**config.mk**
```make
export PLATFORM = sky130hd
export DESIGN_NAME = uart_status_tx_flat
export DESIGN_NICKNAME = d
export VERILOG_FILES = /design/src/rtl/uart_status_tx_if.sv /design/src/rtl/uart_status_tx.sv /design/src/flat_wrapper.sv
export SDC_FILE = /design/constraint.sdc
export NUM_CORES = 1
export LEC_CHECK = 0
export BUFFER_PORTS_ARGS = -buffer_cell sky130_fd_sc_hd__buf_4
export CAP_MARGIN = 40
export CELL_PAD_IN_SITES_DETAIL_PLACEMENT = 0
export CELL_PAD_IN_SITES_GLOBAL_PLACEMENT = 2
export CORE_MARGIN = 4
export CORE_UTILIZATION = 36
export CTS_BUF_LIST = sky130_fd_sc_hd__clkbuf_8
export DETAILED_ROUTE_END_ITERATION = 8
export GPL_ROUTABILITY_DRIVEN = 0
export GPL_TIMING_DRIVEN = 0
export PLACE_DENSITY = 0.76
export SYNTH_ARGS = -nofsm -noshare
export SYNTH_HDL_FRONTEND = slang
export SYNTH_SLANG_ARGS = --single-unit
```
**constraint.sdc**
```tcl
create_clock -name clk -period 1.7 [get_ports clk]
set_input_delay 0.085 -clock clk [delete_from_list [all_inputs] [get_ports clk]]
set_output_delay 0.085 -clock clk [all_outputs]
set_load 0.05 [all_outputs]
```
**src/rtl/uart_status_tx_if.sv**
```systemverilog
// Handshake bundle between the capture registers and the status line sender.
// The master drives the request side and the slave drives the serial side.
interface uart_status_tx_if;
    logic       send;
    logic [1:0] count;
    logic [1:0] enable;
    logic       uart_tx;
    logic       busy;
    logic       done;

    modport master (
        output send,
        output count,
        output enable,
        input  uart_tx,
        input  busy,
        input  done
    );

    modport slave (
        input  send,
        input  count,
        input  enable,
        output uart_tx,
        output busy,
        output done
    );
endinterface

```
**src/rtl/uart_status_tx.sv**
```systemverilog
// Sends the snapshot line "C=cc E=ee\r\n" as eleven 8N1 frames on uart_tx.
// Outputs are registered, so uart_tx falls on the edge that accepts send.
module uart_status_tx #(
    parameter int DELAY_FRAMES = 234
) (
    input  logic             clk,
    input  logic             rst,
    uart_status_tx_if.slave  bus
);

    localparam int CW = $clog2(DELAY_FRAMES) + 1;
    localparam logic [CW-1:0] LAST = CW'(DELAY_FRAMES - 1);
    localparam logic [CW-1:0] ONE  = CW'(1);

    typedef enum logic [1:0] {
        IDLE,
        START,
        DATA,
        STOP
    } state_t;

    state_t        state, state_n;
    logic [CW-1:0] tick, tick_n;
    logic [3:0]    byte_idx, byte_n;
    logic [2:0]    bit_idx, bit_n;
    logic [1:0]    cnt_lat, cnt_lat_n;
    logic [1:0]    en_lat, en_lat_n;
    logic          tx_q, tx_n;
    logic          busy_q, busy_n;
    logic          done_q, done_n;
    logic [7:0]    cur;
    logic          tick_end;

    assign tick_end = (tick == LAST);

    // Character currently on the wire, selected by the byte index.
    always_comb begin
        cur = 8'h0A;
        unique case (byte_idx)
            4'd0:    cur = 8'h43;
            4'd1:    cur = 8'h3D;
            4'd2:    cur = {7'b0011000, cnt_lat[1]};
            4'd3:    cur = {7'b0011000, cnt_lat[0]};
            4'd4:    cur = 8'h20;
            4'd5:    cur = 8'h45;
            4'd6:    cur = 8'h3D;
            4'd7:    cur = {7'b0011000, en_lat[1]};
            4'd8:    cur = {7'b0011000, en_lat[0]};
            4'd9:    cur = 8'h0D;
            default: cur = 8'h0A;
        endcase
    end

    // Next-state logic; tx_n is the level uart_tx takes at the coming edge.
    always_comb begin
        state_n   = state;
        tick_n    = tick;
        byte_n    = byte_idx;
        bit_n     = bit_idx;
        cnt_lat_n = cnt_lat;
        en_lat_n  = en_lat;
        tx_n      = 1'b1;
        busy_n    = busy_q;
        done_n    = 1'b0;
        unique case (state)
            IDLE: begin
                if (bus.send) begin
                    state_n   = START;
                    cnt_lat_n = bus.count;
                    en_lat_n  = bus.enable;
                    byte_n    = 4'd0;
                    tick_n    = '0;
                    tx_n      = 1'b0;
                    busy_n    = 1'b1;
                end
            end
            START: begin
                tx_n = 1'b0;
                if (tick_end) begin
                    tick_n  = '0;
                    bit_n   = 3'd0;
                    state_n = DATA;
                    tx_n    = cur[0];
                end else begin
                    tick_n = tick + ONE;
                end
            end
            DATA: begin
                tx_n = cur[bit_idx];
                if (tick_end) begin
                    tick_n = '0;
                    if (bit_idx == 3'd7) begin
                        state_n = STOP;
                        tx_n    = 1'b1;
                    end else begin
                        bit_n = bit_idx + 3'd1;
                        tx_n  = cur[bit_idx + 3'd1];
                    end
                end else begin
                    tick_n = tick + ONE;
                end
            end
            STOP: begin
                tx_n = 1'b1;
                if (tick_end) begin
                    tick_n = '0;
                    if (byte_idx == 4'd10) begin
                        state_n = IDLE;
                        byte_n  = 4'd0;
                        busy_n  = 1'b0;
                        done_n  = 1'b1;
                    end else begin
                        byte_n  = byte_idx + 4'd1;
                        state_n = START;
                        tx_n    = 1'b0;
                    end
                end else begin
                    tick_n = tick + ONE;
                end
            end
            default: begin
                state_n = IDLE;
                busy_n  = 1'b0;
            end
        endcase
    end

    // State register; reset abandons any line in flight.
    always_ff @(posedge clk or posedge rst) begin
        if (rst) begin
            state    <= IDLE;
            tick     <= '0;
            byte_idx <= 4'd0;
            bit_idx  <= 3'd0;
            cnt_lat  <= 2'd0;
            en_lat   <= 2'd0;
            tx_q     <= 1'b1;
            busy_q   <= 1'b0;
            done_q   <= 1'b0;
        end else begin
            state    <= state_n;
            tick     <= tick_n;
            byte_idx <= byte_n;
            bit_idx  <= bit_n;
            cnt_lat  <= cnt_lat_n;
            en_lat   <= en_lat_n;
            tx_q     <= tx_n;
            busy_q   <= busy_n;
            done_q   <= done_n;
        end
    end

    assign bus.uart_tx = tx_q;
    assign bus.busy    = busy_q;
    assign bus.done    = done_q;

endmodule
```
**src/flat_wrapper.sv**
```systemverilog
// flat-port wrapper written by rule: the top's interface ports become plain ports
module uart_status_tx_flat 
#(
    parameter int DELAY_FRAMES = 234
)
  (clk, rst, bus_send, bus_count, bus_enable, bus_uart_tx, bus_busy, bus_done);
  uart_status_tx_if bus_i ();
  input  logic clk;
  input  logic rst;
  input wire logic [$bits(bus_i.send)-1:0] bus_send;
  input wire logic [$bits(bus_i.count)-1:0] bus_count;
  input wire logic [$bits(bus_i.enable)-1:0] bus_enable;
  output wire logic [$bits(bus_i.uart_tx)-1:0] bus_uart_tx;
  output wire logic [$bits(bus_i.busy)-1:0] bus_busy;
  output wire logic [$bits(bus_i.done)-1:0] bus_done;
  assign bus_i.send = bus_send;
  assign bus_i.count = bus_count;
  assign bus_i.enable = bus_enable;
  assign bus_uart_tx = bus_i.uart_tx;
  assign bus_busy = bus_i.busy;
  assign bus_done = bus_i.done;
  uart_status_tx #(.DELAY_FRAMES(DELAY_FRAMES)) u_core (.clk(clk), .rst(rst), .bus(bus_i));
endmodule
```
==> flow_metrics.env, run 1 <==
export IMPL_nFillCells=456
export IMPL_cp_arrival_ns=1.98
export IMPL_yosysMostFrequentCell="dfrtp_1"
export IMPL_utilization=0.4625
export IMPL_period_share=1.078
export IMPL_nets=229
export IMPL_finalSetupTns_ns=-0.9284
export IMPL_root_buffer="clkbuf_8"
export IMPL_cts_tree="done"
export IMPL_diodes=0
export IMPL_synth_top_area_frac=0.3399
export IMPL_wl_per_cell_um=15.57
export IMPL_insertion_delay_ns=0.27
export IMPL_clk_pin_slew_ns=0.09
export IMPL_drc=0
export IMPL_critical_path_class="reg2reg"
export IMPL_relSlewSlack=0.7118
export IMPL_ys_flop_type="dfrtp_1"
export IMPL_period_needed_ns=1.833
export IMPL_syn_inst=191
export IMPL_vdd_drop_max_uv=267.7
export IMPL_multi_input_area_um2=1156
export IMPL_row_count=25
export IMPL_routed_wl_um=4343
export IMPL_routed_via_density=5.444
export IMPL_r2r_setup_slack_ns=-0.13
export IMPL_areaGrowthSynthToFinish_pct=23.65
export IMPL_antenna_found_initial=0
export IMPL_vias=1519
export IMPL_synth_fp_nets=207
export IMPL_drt_initial_drc_count=51
export IMPL_grt_usage=0.1513
export IMPL_tightestPinTransition_ns=0.4318
export IMPL_start_util=0.3740
export IMPL_ys_ff_latch=25
export IMPL_skew_ns=0.008166
export IMPL_power_density_nw_per_um2=444.1
export IMPL_rsz0062_at_grt="yes"
export IMPL_startpoint_type="flip-flop"
export IMPL_fp_dieArea_um2=6093
export IMPL_grt_max_degree=18
export IMPL_drtPass1Iterations=4
export IMPL_final_setup_viol_count=20
export IMPL_port_buffer_count=9
export IMPL_cp_required_ns=1.85
export IMPL_syn_area_um2=1767
export IMPL_max_cap_violations=0
export IMPL_ys_seq_area_frac=0.3548
export IMPL_grt_pass1_wl_um=7472
export IMPL_overflow=0
export IMPL_synth_edf_count=0
export IMPL_die_width_um=78.06
export IMPL_yosys_warnings=0
export IMPL_htreeDepth=1
export IMPL_post_dp_hpwl_um=3203
export IMPL_die_y_um=78.06
export IMPL_synth_cell_types=58
export IMPL_max_freq_mhz=545.6
export IMPL_maxSlewViolCount=0
export IMPL_worst_slack_ns=-0.1329
export IMPL_clock_sinks=25
export IMPL_outcome="complete, but fails checks"
export IMPL_seqCellArea_um2=630.6
export IMPL_syn_avg_cell_area_um2=9.250
export IMPL_ant_nets=0
export IMPL_numCtsBuffers=3
export IMPL_hold_class="in2reg"
export IMPL_critPathMaxFanout=5
export IMPL_p_total_mw=0.9703
export IMPL_drive_gt1_frac=0.3066
export IMPL_violations="setup timing"
export IMPL_clock_path_buffers=2
export IMPL_yosysTopAreaCell="dfrtp_1"
export IMPL_end_kind="flip-flop"
export IMPL_core_um2=4723
export IMPL_synth_area_top_cells="dfrtp_1 34%, ha_1 6.4%, nor2_1 4.0%"
export IMPL_ys_top_cells_by_count="24 x dfrtp_1, 19 x nor2_1, 11 x nand2_1, 9 x ha_1"
export IMPL_grt_pass1_vias=1511
export IMPL_hold_viol=0
export IMPL_ys_async_sr_fraction=1.000
export IMPL_p_leak_nw=0.9194
export IMPL_pin_count=10
[cell usage in the layout, fill, tap and decap left out, types with 7 or more instances in the layout]
cell type	instances
dfrtp_1	21
nor2_1	16
buf_4	16
nand2_1	9
inv_1	8
nand2b_1	7
ha_1	7
[worst max-delay path: stages, from the launching register on]
cell and delay, ns:
dfrtp_2 0.42, inv_2 0.07, ha_4 0.12, and4bb_1 0.21
and4_1 0.19, buf_6 0.12, o21bai_1 0.06, a21o_1 0.22
o31ai_1 0.20, o31ai_1 0.11
[through the flow]
step | hold WS, ns | std cells | setup WS, ns | cell area, um^2
2_1_floorplan | 0.1116 | 191 | -0.07375 | 1773
3_3_place_gp | 0.3168 | 267 | -0.3780 | 1924
3_5_place_dp | 0.1072 | 268 | -0.4526 | 1952
4_1_cts | 0.04289 | 278 | -0.1804 | 2101
5_1_grt | 0.04994 | 279 | -0.2251 | 2185
6_report | 0.04291 | 279 | -0.1329 | 2185
[final timing paths]
path / start / cells after the start / end
worst max-delay path: u_core.tick[1] / 9 / u_core.state[0]
worst min-delay path: bus_count[1] / 2 / u_core.cnt_lat[1]
worst max register to register: u_core.tick[1] / 9 / u_core.state[0]
worst min register to register: u_core.cnt_lat[0] / 1 / u_core.cnt_lat[0]
max in group asynchronous: rst / 4 / u_core.bus.uart_tx
min in group asynchronous: rst / 3 / u_core.byte_idx[2]
[cells by family after synthesis]
family          synth area share
compound gates            0.2153
xor+xnor                 0.03470
fa+ha+maj                0.06374
buf+inv                  0.06232
flops                     0.3548
mux                      0.04391
simple gates              0.2252
[metal layers]
metal / vias up / wire length [um] / part of all wire / track usage
met5: - / 0 / 0 / 0
li1: 748 / - / - / -
met2: 12 / 2244 / 0.52 / 0.2740
met3: 6 / 57 / 0.013 / 0.01606
met1: 753 / 1983 / 0.46 / 0.1880
met4: 0 / 58 / 0.013 / 0.04720
[registers in the layout (all words and copies together), names as in the netlist]
| signal | cells |
|---|---|
| u_core.bit_idx | 3 |
| u_core.bus.busy | 1 |
| u_core.bus.done | 1 |
| u_core.bus.uart_tx | 1 |
| u_core.byte_idx | 4 |
| u_core.cnt_lat | 2 |
| u_core.en_lat | 2 |
| u_core.state | 2 |
| u_core.tick | 9 |
[report_power, final]
part | total (mW) | internal (mW) | switching (mW) | leakage (nW)
registers | 0.594 | 0.594 | 0 | 0.317
logic | 0.0319 | 0.0170 | 0.0149 | 0.576
clock network | 0.344 | 0.162 | 0.183 | 0.0269
[cell type report]
| class | instances | share of cell area |
|---|---|---|
| flip-flops and latches | 25 | 0.2887 |
| clock inverters | 1 | 0.001718 |
| well taps | 67 | 0.03837 |
| plain buffers | 10 | 0.03379 |
| repair buffers | 17 | 0.07216 |
| multi-input cells | 146 | 0.5292 |
| inverters | 10 | 0.01718 |
| clock buffers | 3 | 0.01890 |
[timing repair]
item                                   CTS  global route
buffers inserted                         5             1
hold buffers                             1             0
pin swaps                               14            11
endpoints found under the hold margin    8             0
setup endpoints to repair               17            20
gates resized for setup                 15            19
Power figures use the tool's default switching activity.
==> inputs of run 2 (changes only) <==
--- a/config.mk
+++ b/config.mk
@@ -10,12 +10,14 @@
 export CELL_PAD_IN_SITES_DETAIL_PLACEMENT = 0
 export CELL_PAD_IN_SITES_GLOBAL_PLACEMENT = 2
 export CORE_MARGIN = 4
-export CORE_UTILIZATION = 36
+export CORE_UTILIZATION = 39
 export CTS_BUF_LIST = sky130_fd_sc_hd__clkbuf_8
 export DETAILED_ROUTE_END_ITERATION = 8
 export GPL_ROUTABILITY_DRIVEN = 0
 export GPL_TIMING_DRIVEN = 0
-export PLACE_DENSITY = 0.76
+export HOLD_SLACK_MARGIN = 0.03
+export PLACE_DENSITY = 0.78
+export REMOVE_ABC_BUFFERS = 1
 export SYNTH_ARGS = -nofsm -noshare
 export SYNTH_HDL_FRONTEND = slang
 export SYNTH_SLANG_ARGS = --single-unit
==> constraint.sdc (replaced) <==
create_clock -name clk -period 1.8 [get_ports clk]
set_input_delay 0.09 -clock clk [delete_from_list [all_inputs] [get_ports clk]]
set_output_delay 0.09 -clock clk [all_outputs]
set_load 0.05 [all_outputs]
==> run 2 against run 1 <==
The run still ends with setup timing left. Largest power group unchanged. Maximum frequency decreased by 2.5%. Combinational power decreased by 2%. Critical endpoint is now u_core.bus.uart_tx. Setup slack improved by 0.054 ns. Utilization increased by 5.8 points. Highest routed layer unchanged. First-iteration DRC count increased by 18%.
==> flow_metrics.env, run 2 (synthesized netlist as in run 1, its figures left out) <==
export IMPL_clock_path_buffers=2
export IMPL_critPathMaxFanout=11
export IMPL_die_width_um=75.31
export IMPL_rsz0062_at_grt="yes"
export IMPL_grt_pass1_vias=1711
export IMPL_tightestPinTransition_ns=0.4794
export IMPL_insertion_delay_ns=0.27
export IMPL_diodes=0
export IMPL_slowest_delay_ns=0.56
export IMPL_grt_pass1_wl_um=7831
export IMPL_outcome="complete, but fails checks"
export IMPL_wl_per_cell_um=16.64
export IMPL_fp_dieArea_um2=5671
export IMPL_fin_hold_ws_ns=0.04815
export IMPL_clk_pin_slew_ns=0.09
export IMPL_critPathTopFamily="simple AND/OR/NAND/NOR gates"
export IMPL_max_freq_mhz=532.2
export IMPL_pin_count=10
export IMPL_nets=240
export IMPL_period_share=1.044
export IMPL_row_count=24
export IMPL_port_buffer_count=9
export IMPL_overflow=0
export IMPL_p_leak_nw=0.9844
export IMPL_htreeDepth=1
export IMPL_vias=1568
export IMPL_numCtsBuffers=3
export IMPL_largest_register_ffs=9
export IMPL_critical_path_class="reg2reg"
export IMPL_cpMaxStageDelayCell="or4b_1"
export IMPL_drt_initial_drc_count=60
export IMPL_final_setup_viol_count=1
export IMPL_hold_viol=0
export IMPL_layout_commonest_cell="buf_4"
export IMPL_grt_max_degree=17
export IMPL_clock_sinks=25
export IMPL_grt_usage=0.1792
export IMPL_period_needed_ns=1.879
export IMPL_antenna_found_initial=0
export IMPL_crit_start="u_core.bit_idx[0]"
export IMPL_multi_input_area_um2=1152
export IMPL_hold_class="in2reg"
export IMPL_placed_area_um2=1854
export IMPL_start_util=0.4030
export IMPL_drc=0
export IMPL_relSlewSlack=0.6801
export IMPL_violations="setup timing"
export IMPL_final_cell_mix="33 x buf_4, 17 x nor2_1, 17 x dfrtp_1"
export IMPL_top_regs="u_core.tick: 9 flops, u_core.byte_idx: 4 flops, u_core.bit_idx: 3 flops"
export IMPL_routed_wl_um=4576
export IMPL_worstHoldStart="bus_count[0]"
export IMPL_drtPass1Iterations=4
export IMPL_areaGrowthSynthToFinish_pct=29.18
export IMPL_root_buffer="clkbuf_8"
export IMPL_maxSlewViolCount=0
export IMPL_max_cap_violations=0
export IMPL_crit_reg2reg_launch="u_core.bit_idx[0]"
export IMPL_worst_slack_ns=-0.07894
export IMPL_top_register="u_core.tick"
export IMPL_end_kind="flip-flop"
export IMPL_power_density_nw_per_um2=404.4
export IMPL_cp_arrival_ns=2.06
export IMPL_drive_gt1_frac=0.3677
export IMPL_ant_nets=0
export IMPL_cts_tree="done"
export IMPL_startpoint_type="flip-flop"
export IMPL_post_dp_hpwl_um=3053
export IMPL_finalSetupTns_ns=-0.07894
export IMPL_skew_ns=0.006156
export IMPL_seqCellArea_um2=635.6
export IMPL_core_um2=4384
export IMPL_fin_area_um2=2282
export IMPL_p_total_mw=0.9229
export IMPL_cp_required_ns=1.98
export IMPL_routed_via_density=5.702
export IMPL_vdd_drop_max_uv=242.2
export IMPL_nFillCells=418
export IMPL_path_buf_inv=1
export IMPL_die_y_um=75.31
export IMPL_path_cells="buf_12 -> or4b_1 -> o21ai_2 -> nor4b_2 -> nor2_1 -> a211oi_2 -> o32ai_2"
==> run 2: final timing paths <==
| kind | slack [ns] | end | cells past startpoint |
|---|---|---|---|
| setup / recovery | -0.08 | u_core.bus.uart_tx | 7 |
| hold / removal | 0.05 | u_core.cnt_lat[0] | 2 |
| setup reg to reg | -0.08 | u_core.bus.uart_tx | 7 |
| hold reg to reg | 0.52 | u_core.cnt_lat[0] | 1 |
| max in group asynchronous | 0.87 | u_core.bus.uart_tx | 4 |
| min in group asynchronous | 0.40 | u_core.en_lat[0] | 3 |
==> run 2: stage by stage <==
step / util / std cells / setup WS, ns
2_1_floorplan: - / 181 / -0.006676
3_3_place_gp: 0.4167 / 242 / -0.3339
3_5_place_dp: 0.4229 / 243 / -0.3454
4_1_cts: 0.4912 / 267 / -0.02442
5_1_grt: 0.5205 / 275 / -0.1524
6_report: 0.5205 / 275 / -0.07894
==> run 2: power by group <==
part	internal (mW)	switching (mW)
clock network	0.155	0.176
logic	0.0163	0.0151
registers	0.561	0
==> run 2: layout make-up <==
class,count,area share
clock buffers,3,0.01809
clock inverters,1,0.002193
inverters,10,0.01645
multi-input cells,146,0.5049
flip-flops and latches,25,0.2785
well taps,52,0.02851
repair buffers,38,0.1513
==> run 2: what timing repair did <==
| action | in CTS | in global routing |
|---|---|---|
| pin swaps | 10 | 3 |
| resized for setup | 20 | 17 |
| gates cloned | 0 | 0 |
| endpoints found under the hold margin | 9 | 0 |
| setup buffers | 19 | 8 |
| setup endpoints to repair | 17 | 18 |
| hold buffers | 1 | 0 |
==> run 2: per-layer routing <==
metal,global-route usage,wire length [um],vias to the layer above
met5,0,0,-
met4,0.06796,49,0
met3,0.01847,106,6
met2,0.3337,2532,24
met1,0.2100,1887,777
li1,-,-,761
